$ cat src/rtl/i2s_master_tx.sv
// Philips I2S transmit master: SCK/WS generation, {sd0,sd1} sample FIFO and MSB-first serialisers.
// Build option I2S_MASTER_TX_HOLD_EN: on underrun, repeat the last popped beat instead of sending zeros.
module i2s_master_tx #(
  parameter int DATA_WIDTH   = 32,
  parameter int FIFO_DEPTH   = 4,
  parameter int CLKDIV_WIDTH = 16
) (
  input  logic                          clk_i,
  input  logic                          rst_i,
  input  logic                          cfg_en_i,
  input  logic [CLKDIV_WIDTH-1:0]       cfg_clkdiv_i,
  input  logic [$clog2(DATA_WIDTH)-1:0] cfg_word_len_i,
  input  logic [DATA_WIDTH-1:0]         data_sd0_i,
  input  logic [DATA_WIDTH-1:0]         data_sd1_i,
  input  logic                          valid_i,
  output logic                          ready_o,
  output logic                          master_sck_o,
  output logic                          master_sck_oe_o,
  output logic                          master_ws_o,
  output logic                          master_ws_oe_o,
  output logic                          master_sd0_o,
  output logic                          master_sd1_o,
  output logic                          underrun_o
);

  localparam int LW = $clog2(DATA_WIDTH);
  localparam int AW = $clog2(FIFO_DEPTH);
  localparam int CW = AW + 1;

  typedef enum logic {
    ST_IDLE = 1'b0,
    ST_RUN  = 1'b1
  } state_t;

  state_t                  state_r;
  logic [DATA_WIDTH-1:0]   mem_sd0_r [FIFO_DEPTH];
  logic [DATA_WIDTH-1:0]   mem_sd1_r [FIFO_DEPTH];
  logic [AW-1:0]           wr_ptr_r;
  logic [AW-1:0]           rd_ptr_r;
  logic [CW-1:0]           count_r;
  logic                    alive_r;
  logic [CLKDIV_WIDTH-1:0] div_cnt_r;
  logic [LW-1:0]           bit_cnt_r;
  logic [DATA_WIDTH-1:0]   shift_sd0_r;
  logic [DATA_WIDTH-1:0]   shift_sd1_r;
  logic                    sck_r;
  logic                    ws_r;
  logic                    sd0_r;
  logic                    sd1_r;
  logic                    oe_r;
  logic                    underrun_r;
`ifdef I2S_MASTER_TX_HOLD_EN
  logic [DATA_WIDTH-1:0]   last_sd0_r;
  logic [DATA_WIDTH-1:0]   last_sd1_r;
`endif

  logic                    full_s;
  logic                    empty_s;
  logic                    push_s;
  logic                    pop_s;
  logic                    flush_s;
  logic                    tick_s;
  logic                    fall_s;
  logic                    slot_end_s;
  logic                    underrun_s;
  logic [LW-1:0]           next_bit_s;
  logic [LW-1:0]           shamt_s;
  logic [DATA_WIDTH-1:0]   load_sd0_s;
  logic [DATA_WIDTH-1:0]   load_sd1_s;
  logic [DATA_WIDTH-1:0]   aligned_sd0_s;
  logic [DATA_WIDTH-1:0]   aligned_sd1_s;

  // Handshake, divider tick and slot-boundary decode.
  always_comb begin
    full_s     = (count_r == CW'(FIFO_DEPTH));
    empty_s    = (count_r == CW'(0));
    ready_o    = alive_r && !full_s;
    push_s     = valid_i && ready_o;
    flush_s    = (state_r == ST_RUN) && !cfg_en_i;
    tick_s     = (state_r == ST_RUN) && cfg_en_i && (div_cnt_r == cfg_clkdiv_i);
    fall_s     = tick_s && sck_r;
    slot_end_s = (bit_cnt_r == cfg_word_len_i);
    pop_s      = fall_s && slot_end_s && !empty_s;
    underrun_s = fall_s && slot_end_s && empty_s;
    next_bit_s = bit_cnt_r + LW'(1);
    shamt_s    = LW'(DATA_WIDTH - 1) - cfg_word_len_i;
  end

  // Word loaded at a slot start; the left shift moves bit N-1 to the top of the shift register.
  always_comb begin
    if (pop_s) begin
      load_sd0_s = mem_sd0_r[rd_ptr_r];
      load_sd1_s = mem_sd1_r[rd_ptr_r];
    end else begin
`ifdef I2S_MASTER_TX_HOLD_EN
      load_sd0_s = last_sd0_r;
      load_sd1_s = last_sd1_r;
`else
      load_sd0_s = '0;
      load_sd1_s = '0;
`endif
    end
    aligned_sd0_s = load_sd0_s << shamt_s;
    aligned_sd1_s = load_sd1_s << shamt_s;
  end

  // FIFO storage; stale entries are harmless because the pointers own validity.
  always_ff @(posedge clk_i) begin
    if (push_s) begin
      mem_sd0_r[wr_ptr_r] <= data_sd0_i;
      mem_sd1_r[wr_ptr_r] <= data_sd1_i;
    end
  end

  // FIFO pointers and occupancy, flushed on the cycle the enable drops.
  always_ff @(posedge clk_i or posedge rst_i) begin
    if (rst_i) begin
      wr_ptr_r <= '0;
      rd_ptr_r <= '0;
      count_r  <= '0;
      alive_r  <= 1'b0;
    end else begin
      alive_r <= 1'b1;
      if (flush_s) begin
        wr_ptr_r <= '0;
        rd_ptr_r <= '0;
        count_r  <= '0;
      end else begin
        if (push_s) begin
          wr_ptr_r <= wr_ptr_r + AW'(1);
        end
        if (pop_s) begin
          rd_ptr_r <= rd_ptr_r + AW'(1);
        end
        case ({push_s, pop_s})
          2'b10:   count_r <= count_r + CW'(1);
          2'b01:   count_r <= count_r - CW'(1);
          default: count_r <= count_r;
        endcase
      end
    end
  end

  // Transmit FSM: clock divider, serialiser and all registered pad fields.
  always_ff @(posedge clk_i or posedge rst_i) begin
    if (rst_i) begin
      state_r     <= ST_IDLE;
      div_cnt_r   <= '0;
      bit_cnt_r   <= '0;
      shift_sd0_r <= '0;
      shift_sd1_r <= '0;
      sck_r       <= 1'b0;
      ws_r        <= 1'b0;
      sd0_r       <= 1'b0;
      sd1_r       <= 1'b0;
      oe_r        <= 1'b0;
      underrun_r  <= 1'b0;
`ifdef I2S_MASTER_TX_HOLD_EN
      last_sd0_r  <= '0;
      last_sd1_r  <= '0;
`endif
    end else begin
      underrun_r <= underrun_s;
      case (state_r)
        ST_IDLE: begin
          div_cnt_r   <= '0;
          bit_cnt_r   <= cfg_word_len_i;
          shift_sd0_r <= '0;
          shift_sd1_r <= '0;
          sck_r       <= 1'b0;
          ws_r        <= 1'b0;
          sd0_r       <= 1'b0;
          sd1_r       <= 1'b0;
`ifdef I2S_MASTER_TX_HOLD_EN
          last_sd0_r  <= '0;
          last_sd1_r  <= '0;
`endif
          if (cfg_en_i) begin
            state_r <= ST_RUN;
            oe_r    <= 1'b1;
          end else begin
            state_r <= ST_IDLE;
            oe_r    <= 1'b0;
          end
        end
        ST_RUN: begin
          if (!cfg_en_i) begin
            // Abort mid-frame: pads go quiet on the very next cycle.
            state_r   <= ST_IDLE;
            div_cnt_r <= '0;
            sck_r     <= 1'b0;
            ws_r      <= 1'b0;
            sd0_r     <= 1'b0;
            sd1_r     <= 1'b0;
            oe_r      <= 1'b0;
          end else if (tick_s) begin
            div_cnt_r <= '0;
            sck_r     <= !sck_r;
            if (sck_r) begin
              if (slot_end_s) begin
                bit_cnt_r   <= '0;
                sd0_r       <= aligned_sd0_s[DATA_WIDTH-1];
                sd1_r       <= aligned_sd1_s[DATA_WIDTH-1];
                shift_sd0_r <= {aligned_sd0_s[DATA_WIDTH-2:0], 1'b0};
                shift_sd1_r <= {aligned_sd1_s[DATA_WIDTH-2:0], 1'b0};
`ifdef I2S_MASTER_TX_HOLD_EN
                if (pop_s) begin
                  last_sd0_r <= mem_sd0_r[rd_ptr_r];
                  last_sd1_r <= mem_sd1_r[rd_ptr_r];
                end
`endif
              end else begin
                bit_cnt_r   <= next_bit_s;
                sd0_r       <= shift_sd0_r[DATA_WIDTH-1];
                sd1_r       <= shift_sd1_r[DATA_WIDTH-1];
                shift_sd0_r <= {shift_sd0_r[DATA_WIDTH-2:0], 1'b0};
                shift_sd1_r <= {shift_sd1_r[DATA_WIDTH-2:0], 1'b0};
                // WS flips with the LSB so it leads the next slot's MSB by one SCK.
                if (next_bit_s == cfg_word_len_i) begin
                  ws_r <= !ws_r;
                end
              end
            end
          end else begin
            div_cnt_r <= div_cnt_r + CLKDIV_WIDTH'(1);
          end
        end
        default: begin
          state_r <= ST_IDLE;
          oe_r    <= 1'b0;
        end
      endcase
    end
  end

  assign master_sck_o    = sck_r;
  assign master_sck_oe_o = oe_r;
  assign master_ws_o     = ws_r;
  assign master_ws_oe_o  = oe_r;
  assign master_sd0_o    = sd0_r;
  assign master_sd1_o    = sd1_r;
  assign underrun_o      = underrun_r;

endmodule

$ cat config.mk
export PLATFORM = sky130hd
export DESIGN_NAME = i2s_master_tx
export DESIGN_NICKNAME = d
export VERILOG_FILES = /design/src/rtl/i2s_master_tx.sv
export SDC_FILE = /design/constraint.sdc
export NUM_CORES = 1
export LEC_CHECK = 0
export BUFFER_PORTS_ARGS = -buffer_cell sky130_fd_sc_hd__buf_2
export CORE_ASPECT_RATIO = 0.8
export CORE_MARGIN = 8
export CORE_UTILIZATION = 25
export CTS_BUF_LIST = sky130_fd_sc_hd__clkbuf_8
export CTS_CLUSTER_DIAMETER = 200
export DETAILED_ROUTE_END_ITERATION = 10
export HOLD_SLACK_MARGIN = 0.15
export PLACE_DENSITY = 0.36
export SETUP_SLACK_MARGIN = 0.05
export SLEW_MARGIN = 15
export SYNTH_ARGS = -nofsm -noshare
export SYNTH_HDL_FRONTEND = slang
export SYNTH_SLANG_ARGS = --single-unit
$ cat constraint.sdc
create_clock -name clk_i -period 3.4 [get_ports clk_i]
set_input_delay 0.17 -clock clk_i [delete_from_list [all_inputs] [get_ports clk_i]]
set_output_delay 0.17 -clock clk_i [all_outputs]
set_load 0.01 [all_outputs]
==> results.json, run 1 <==
{
  "synth_area_um2": 17400,
  "dp_cells": 2326,
  "antennaDiodeCount": 0,
  "synth-edff-count": 256,
  "max_freq_ghz": 0.317,
  "power.total_mw": 10.5,
  "syn_inst": 1324,
  "clk_pin_slew_ns": 0.06,
  "first_pass_iters": 5,
  "die_width_um": 311,
  "htree_num_levels": 3,
  "syn_nets": 1420,
  "critPathSlowestCell": "dfrtp_4",
  "period_share": 0.928,
  "path_cells": "buf_12, mux4_2, mux4_2, a221o_1, a32o_1, nand2_1, nand2_1, a22o_1",
  "drc": 0,
  "tightestPinTransition_ns": 1.09,
  "vias_per_cell": 4.99,
  "avgSynthCellArea_um2": 13.2,
  "synth.top_cell.area_share": 0.441,
  "place.detailed.hpwl_mm": 43.0,
  "core-area_um2": 69000,
  "holdCritPathClass": "primary input to asynchronous set/reset pin",
  "slew_violations": 0,
  "min_period_ns": 3.15,
  "cp.required_ns": 3.93,
  "regArea_um2": 10100,
  "grt_pass1_wl_mm": 90.1,
  "outcome": "finished clean",
  "final_nets": 1641,
  "synth_ff_type": "edfxtp_1",
  "io_buffers": 96,
  "die_h_um": 252,
  "hold_slack_ns": 0.216,
  "global_route.usage.met2": 0.233,
  "clock_sinks": 354,
  "dr_total_vias": 12600,
  "ioPinCount": 97,
  "finalClockSkew_ns": 0.0514,
  "routabilityCongestion": 0.897,
  "start_util": 0.253,
  "ys_top_cells_by_area": "edfxtp_1, dfrtp_1, mux4_2, mux2_2, a22oi_1",
  "ys_warn_count": 0,
  "rows": 86,
  "slew_headroom": 0.274,
  "timing.rr.start": "rd_ptr_r[0]",
  "drt-total-wl_mm": 60.7,
  "insertion_delay_ns": 0.67,
  "reg2reg_to": "shift_sd1_r[25]",
  "worstRegToRegCells": 8,
  "ys_ff_latch": 354,
  "endpoint": "shift_sd1_r[25]",
  "cts_tree": "yes",
  "final_cells": 2520,
  "p_per_area_nw_per_um2": 487,
  "routedWlPerCell_um": 24.1,
  "grt_max_degree": 99,
  "ys_top_cells_by_count": "edfxtp_1, nand2_1, nor2_1",
  "rsz0062_at_grt": "yes",
  "critPathKind": "flip-flop to flip-flop",
  "synth-async-reset-ratio": 0.277,
  "synth_most_common_cell": "edfxtp_1",
  "crit_fanout": 18,
  "critPathMaxStageDelay_ns": 0.61,
  "first_iter_violations": 998,
  "hold_viol": 0,
  "use_met1": 0.217,
  "fillers": 6921,
  "cts_buffers": 68,
  "met3_usage": 0.0289,
  "r2r_slack_ns": 0.25,
  "drive_above_1_share": 0.258,
  "grt_antenna_before_repair": 2,
  "areaGrowthSynthToFinish_pct": 23.1,
  "synthDistinctLibCells": 74,
  "dieArea_um2": 78500,
  "clk_path_buf_depth": 3,
  "grt-busiest-layer": "met2",
  "stdcell_area_um2": 21500,
  "start_kind": "flip-flop",
  "yosys.area.top_type": "edfxtp_1",
  "postRouteAntennaNets": 0,
  "ys_seq_area_frac": 0.582,
  "drv_cap": 0,
  "grt_pass1_vias": 13100,
  "overflow": 0,
  "worst_setup_path_end_kind": "flip-flop",
  "fin_setup_tns_ns": 0,
  "place_area_um2": 19400,
  "ir_drop_v": 0.000222,
  "cts_root_buf": "clkbuf_8",
  "grt_use_total": 0.151,
  "multi_input_area_um2": 6860,
  "critPathArrivalTime_ns": 3.68,
  "p_leak_nw": 7.68,
  "crit_start": "rd_ptr_r[0]",
  "setup_viol": 0
}
==> metrics by stage <==
stage | util | setup slack, ns
floorplan | - | 0.370
global placement | 0.281 | 0.171
detailed placement | 0.281 | 0.160
CTS | 0.311 | 0.163
global route | 0.311 | 0.0401
finish | 0.311 | 0.246
==> worst min path at each step <==
stage | start | to | slack, ns | cells after the start
final | rst_i | shift_sd0_r[14] | 0.22 | 4
after global routing | cfg_word_len_i[2] | bit_cnt_r[2] | 0.22 | 3
after CTS | cfg_word_len_i[2] | bit_cnt_r[2] | 0.18 | 3
after detailed placement | rst_i | shift_sd0_r[13] | 0.37 | 3
after global placement | rst_i | shift_sd0_r[9] | 0.37 | 3
after floorplan | cfg_en_i | state_r | 0.20 | 0
==> layout by cell type (no fill, tap or decap), types with 10 or more instances in the layout <==
cell,instances
edfxtp_1,256
nor2_1,100
nand2_1,100
dfrtp_1,96
buf_2,95
clkbuf_8,73
dlygate4sd3_1,73
o21ai_0,71
buf_4,67
mux4_2,65
a22oi_1,59
mux2_2,58
mux2i_1,43
a21oi_1,42
nand3_1,38
xor2_1,30
inv_1,29
nor3_1,26
o22ai_1,20
a22o_1,18
xnor2_1,16
clkinv_1,14
buf_12,11
a31oi_1,10
o31ai_1,10
==> layer usage <==
layer | part of all wire | wire (um) | vias up
met5 | 0.00020 | 12 | -
met2 | 0.45 | 27300 | 385
met1 | 0.48 | 29300 | 6451
li1 | - | - | 5642
met4 | 0.021 | 1250 | 2
met3 | 0.046 | 2820 | 93
==> kinds of logic (layout without fill, tap and decap cells) <==
| kind of cell | after synthesis | count (layout) | share of synthesized area |
|---|---|---|---|
| and+or+nand+nor | 326 | 326 | 0.0852 |
| buffers and inverters | 110 | 382 | 0.0273 |
| DFF | 354 | 354 | 0.582 |
| AOI/OAI and AO/OA | 305 | 305 | 0.120 |
| other | 1 | 1 | 0.000215 |
| muxes | 174 | 174 | 0.157 |
| xor gates and xnor gates | 46 | 46 | 0.0231 |
| adders and majority gates | 8 | 8 | 0.00603 |
==> cell type report <==
class / count / area share
timing repair buffer: 246 / 0.0899
sequential: 354 / 0.473
inverter: 15 / 0.00274
clock inverter: 48 / 0.0139
clock buffer: 73 / 0.0468
multi-input combinational: 860 / 0.320
tap: 924 / 0.0539
==> critical path, delay by kind of cell, from the launching register on <==
family	cells	cell delay (ns)
flip-flops	1	0.61
AO/OA/AOI/OAI	3	0.76
buffers and inverters	1	0.24
multiplexers	2	1.15
AND/OR/NAND/NOR	2	0.23
==> report_power, final <==
part | internal (mW) | total, mW | switching [mW] | leakage, nW
Combinational | 0.522 | 1.44 | 0.916 | 3.28
Sequential | 4.88 | 4.95 | 0.0689 | 3.67
Clock | 2.11 | 4.07 | 1.96 | 0.734
==> flip-flops by register name, summed over array words and instances (netlist names) <==
| name | flops |
|---|---|
| mem_sd0_r | 128 |
| mem_sd1_r | 128 |
| shift_sd0_r | 31 |
| shift_sd1_r | 31 |
| div_cnt_r | 16 |
| bit_cnt_r | 5 |
| count_r | 3 |
| rd_ptr_r | 2 |
| wr_ptr_r | 2 |
| alive_r | 1 |
| master_sck_o | 1 |
| master_sck_oe_o | 1 |
| master_sd0_o | 1 |
| master_sd1_o | 1 |
| master_ws_o | 1 |
| state_r | 1 |
| underrun_o | 1 |
==> timing repair <==
| item | 4_1_cts | 5_1_grt |
|---|---|---|
| hold buffers | 73 | 0 |
| hold endpoints to repair | 421 | 0 |
| setup buffers | 0 | 0 |
| endpoints found under the setup margin | 0 | 4 |
| resized for setup | 0 | 4 |
No activity file was read; power rests on OpenSTA's default activity.
==> run 2: changes to the inputs <==
PLACE_DENSITY = unset   (was 0.36)
PLACE_DENSITY_LB_ADDON = 0.05   (was unset)
==> results.json, run 2 (synthesis gave the netlist of run 1 again) <==
{
  "outcome": "finished clean",
  "crit_fanout": 14,
  "setup_slack_ns": 0.242,
  "start_kind": "flip-flop",
  "cts_buffers": 66,
  "place_area_um2": 19500,
  "final_core_util": 0.311,
  "worst_setup_path_end_kind": "flip-flop",
  "areaGrowthSynthToFinish_pct": 23.0,
  "postRouteAntennaNets": 0,
  "start_util": 0.253,
  "first_iter_violations": 862,
  "die_h_um": 252,
  "dieArea_um2": 78500,
  "stdcell_area_um2": 21400,
  "clock_sinks": 354,
  "place.detailed.hpwl_mm": 44.6,
  "pre_cts_slack_ns": 0.254,
  "critPathArrivalTime_ns": 3.67,
  "dp_cells": 2339,
  "dr_total_vias": 12500,
  "drv_cap": 0,
  "min_period_ns": 3.16,
  "htree_num_levels": 3,
  "setup_viol": 0,
  "grt_antenna_before_repair": 2,
  "overflow": 0,
  "clk_path_buf_depth": 3,
  "cts_tree": "yes",
  "core-area_um2": 69000,
  "grt_use_total": 0.156,
  "vias_per_cell": 4.94,
  "tightestPinTransition_ns": 0.975,
  "grt_max_degree": 72,
  "fin_setup_tns_ns": 0,
  "die_width_um": 311,
  "max_freq_ghz": 0.317,
  "final_cells": 2528,
  "routabilityCongestion": 0.839,
  "drive_above_1_share": 0.256,
  "clk_pin_slew_ns": 0.06,
  "final_nets": 1652,
  "drt-total-wl_mm": 62.4,
  "rsz0062_at_grt": "no",
  "largest_registers": "mem_sd0_r: 128 flops, mem_sd1_r: 128 flops",
  "period_share": 0.929,
  "critPathKind": "flip-flop to flip-flop",
  "io_buffers": 96,
  "ir_drop_v": 0.000219,
  "final_cell_mix": "edfxtp_1, nand2_1, nor2_1",
  "cp.required_ns": 3.91,
  "hold_viol": 0,
  "layout_commonest_cell": "edfxtp_1",
  "p_leak_nw": 7.72,
  "finalClockSkew_ns": 0.0346,
  "rows": 86,
  "drc": 0,
  "holdCritPathClass": "primary input to flip-flop",
  "ioPinCount": 97,
  "cts_setup_buffers": 0,
  "slew_headroom": 0.348,
  "insertion_delay_ns": 0.66,
  "slew_violations": 0,
  "routedWlPerCell_um": 24.7,
  "p_per_area_nw_per_um2": 475,
  "ctsResizeCount": 0,
  "first_pass_iters": 5,
  "grt_pass1_vias": 13300,
  "grt_pass1_wl_mm": 91.9,
  "cts_root_buf": "clkbuf_8"
}
run 2: routing by layer:
layer | up-vias | part of all wire | wire, um | track usage
met4 | 0 | 0.023 | 1460 | 0.0483
met5 | - | 0 | 0 | 0
li1 | 5664 | - | - | -
met1 | 6383 | 0.48 | 29900 | 0.219
met2 | 353 | 0.45 | 28000 | 0.241
met3 | 100 | 0.049 | 3050 | 0.0319
run 2: path summary, 6_finish.rpt:
kind | cells after the start | slack [ns] | start | end
worst max-delay path | 7 | 0.24 | rd_ptr_r[0] | shift_sd0_r[18]
worst min-delay path | 6 | 0.18 | cfg_word_len_i[0] | master_ws_o
worst max register to register | 7 | 0.24 | rd_ptr_r[0] | shift_sd0_r[18]
worst min register to register | 2 | 0.47 | shift_sd0_r[1] | shift_sd0_r[1]
max in group asynchronous | 5 | 1.89 | rst_i | master_ws_o
min in group asynchronous | 4 | 0.75 | rst_i | shift_sd0_r[26]
run 2: layout make-up:
type / instances / area, um2
Multi-Input combinational cell: 860 / 6860
Antenna cell: 1 / 2.50
Fill cell: 6942 / 47500
Inverter: 15 / 58.8
Sequential cell: 354 / 10100
Clock inverter: 48 / 254
Timing Repair Buffer: 259 / 2040
Tap cell: 924 / 1160
Clock buffer: 67 / 922
run 2: where the power goes:
part | internal (mW) | leakage [nW] | switching, mW
clock | 1.87 | 0.691 | 1.92
sequential | 4.88 | 3.67 | 0.0692
combinational | 0.539 | 3.36 | 0.918
run 2: stage by stage:
step / hold WS [ns] / power (mW)
floorplan: 0.201 / 5.78
global placement: 0.316 / 6.45
detailed placement: 0.311 / 6.45
CTS: 0.153 / 10.4
global route: 0.207 / 10.7
finish: 0.176 / 10.2
run 2: what timing repair did:
action / 4_1_cts / 5_1_grt
setup endpoints to repair: 0 / 1
hold endpoints to repair: 407 / 0
hold buffers: 73 / 0
run 2: critical path: stages (launching register included):
cell     delay [ns]
dfrtp_4        0.63
mux4_1         0.66
mux2_2         0.34
mux2_2         0.29
a221o_1        0.33
o21ai_0        0.37
o22ai_1        0.16
a22o_1         0.21
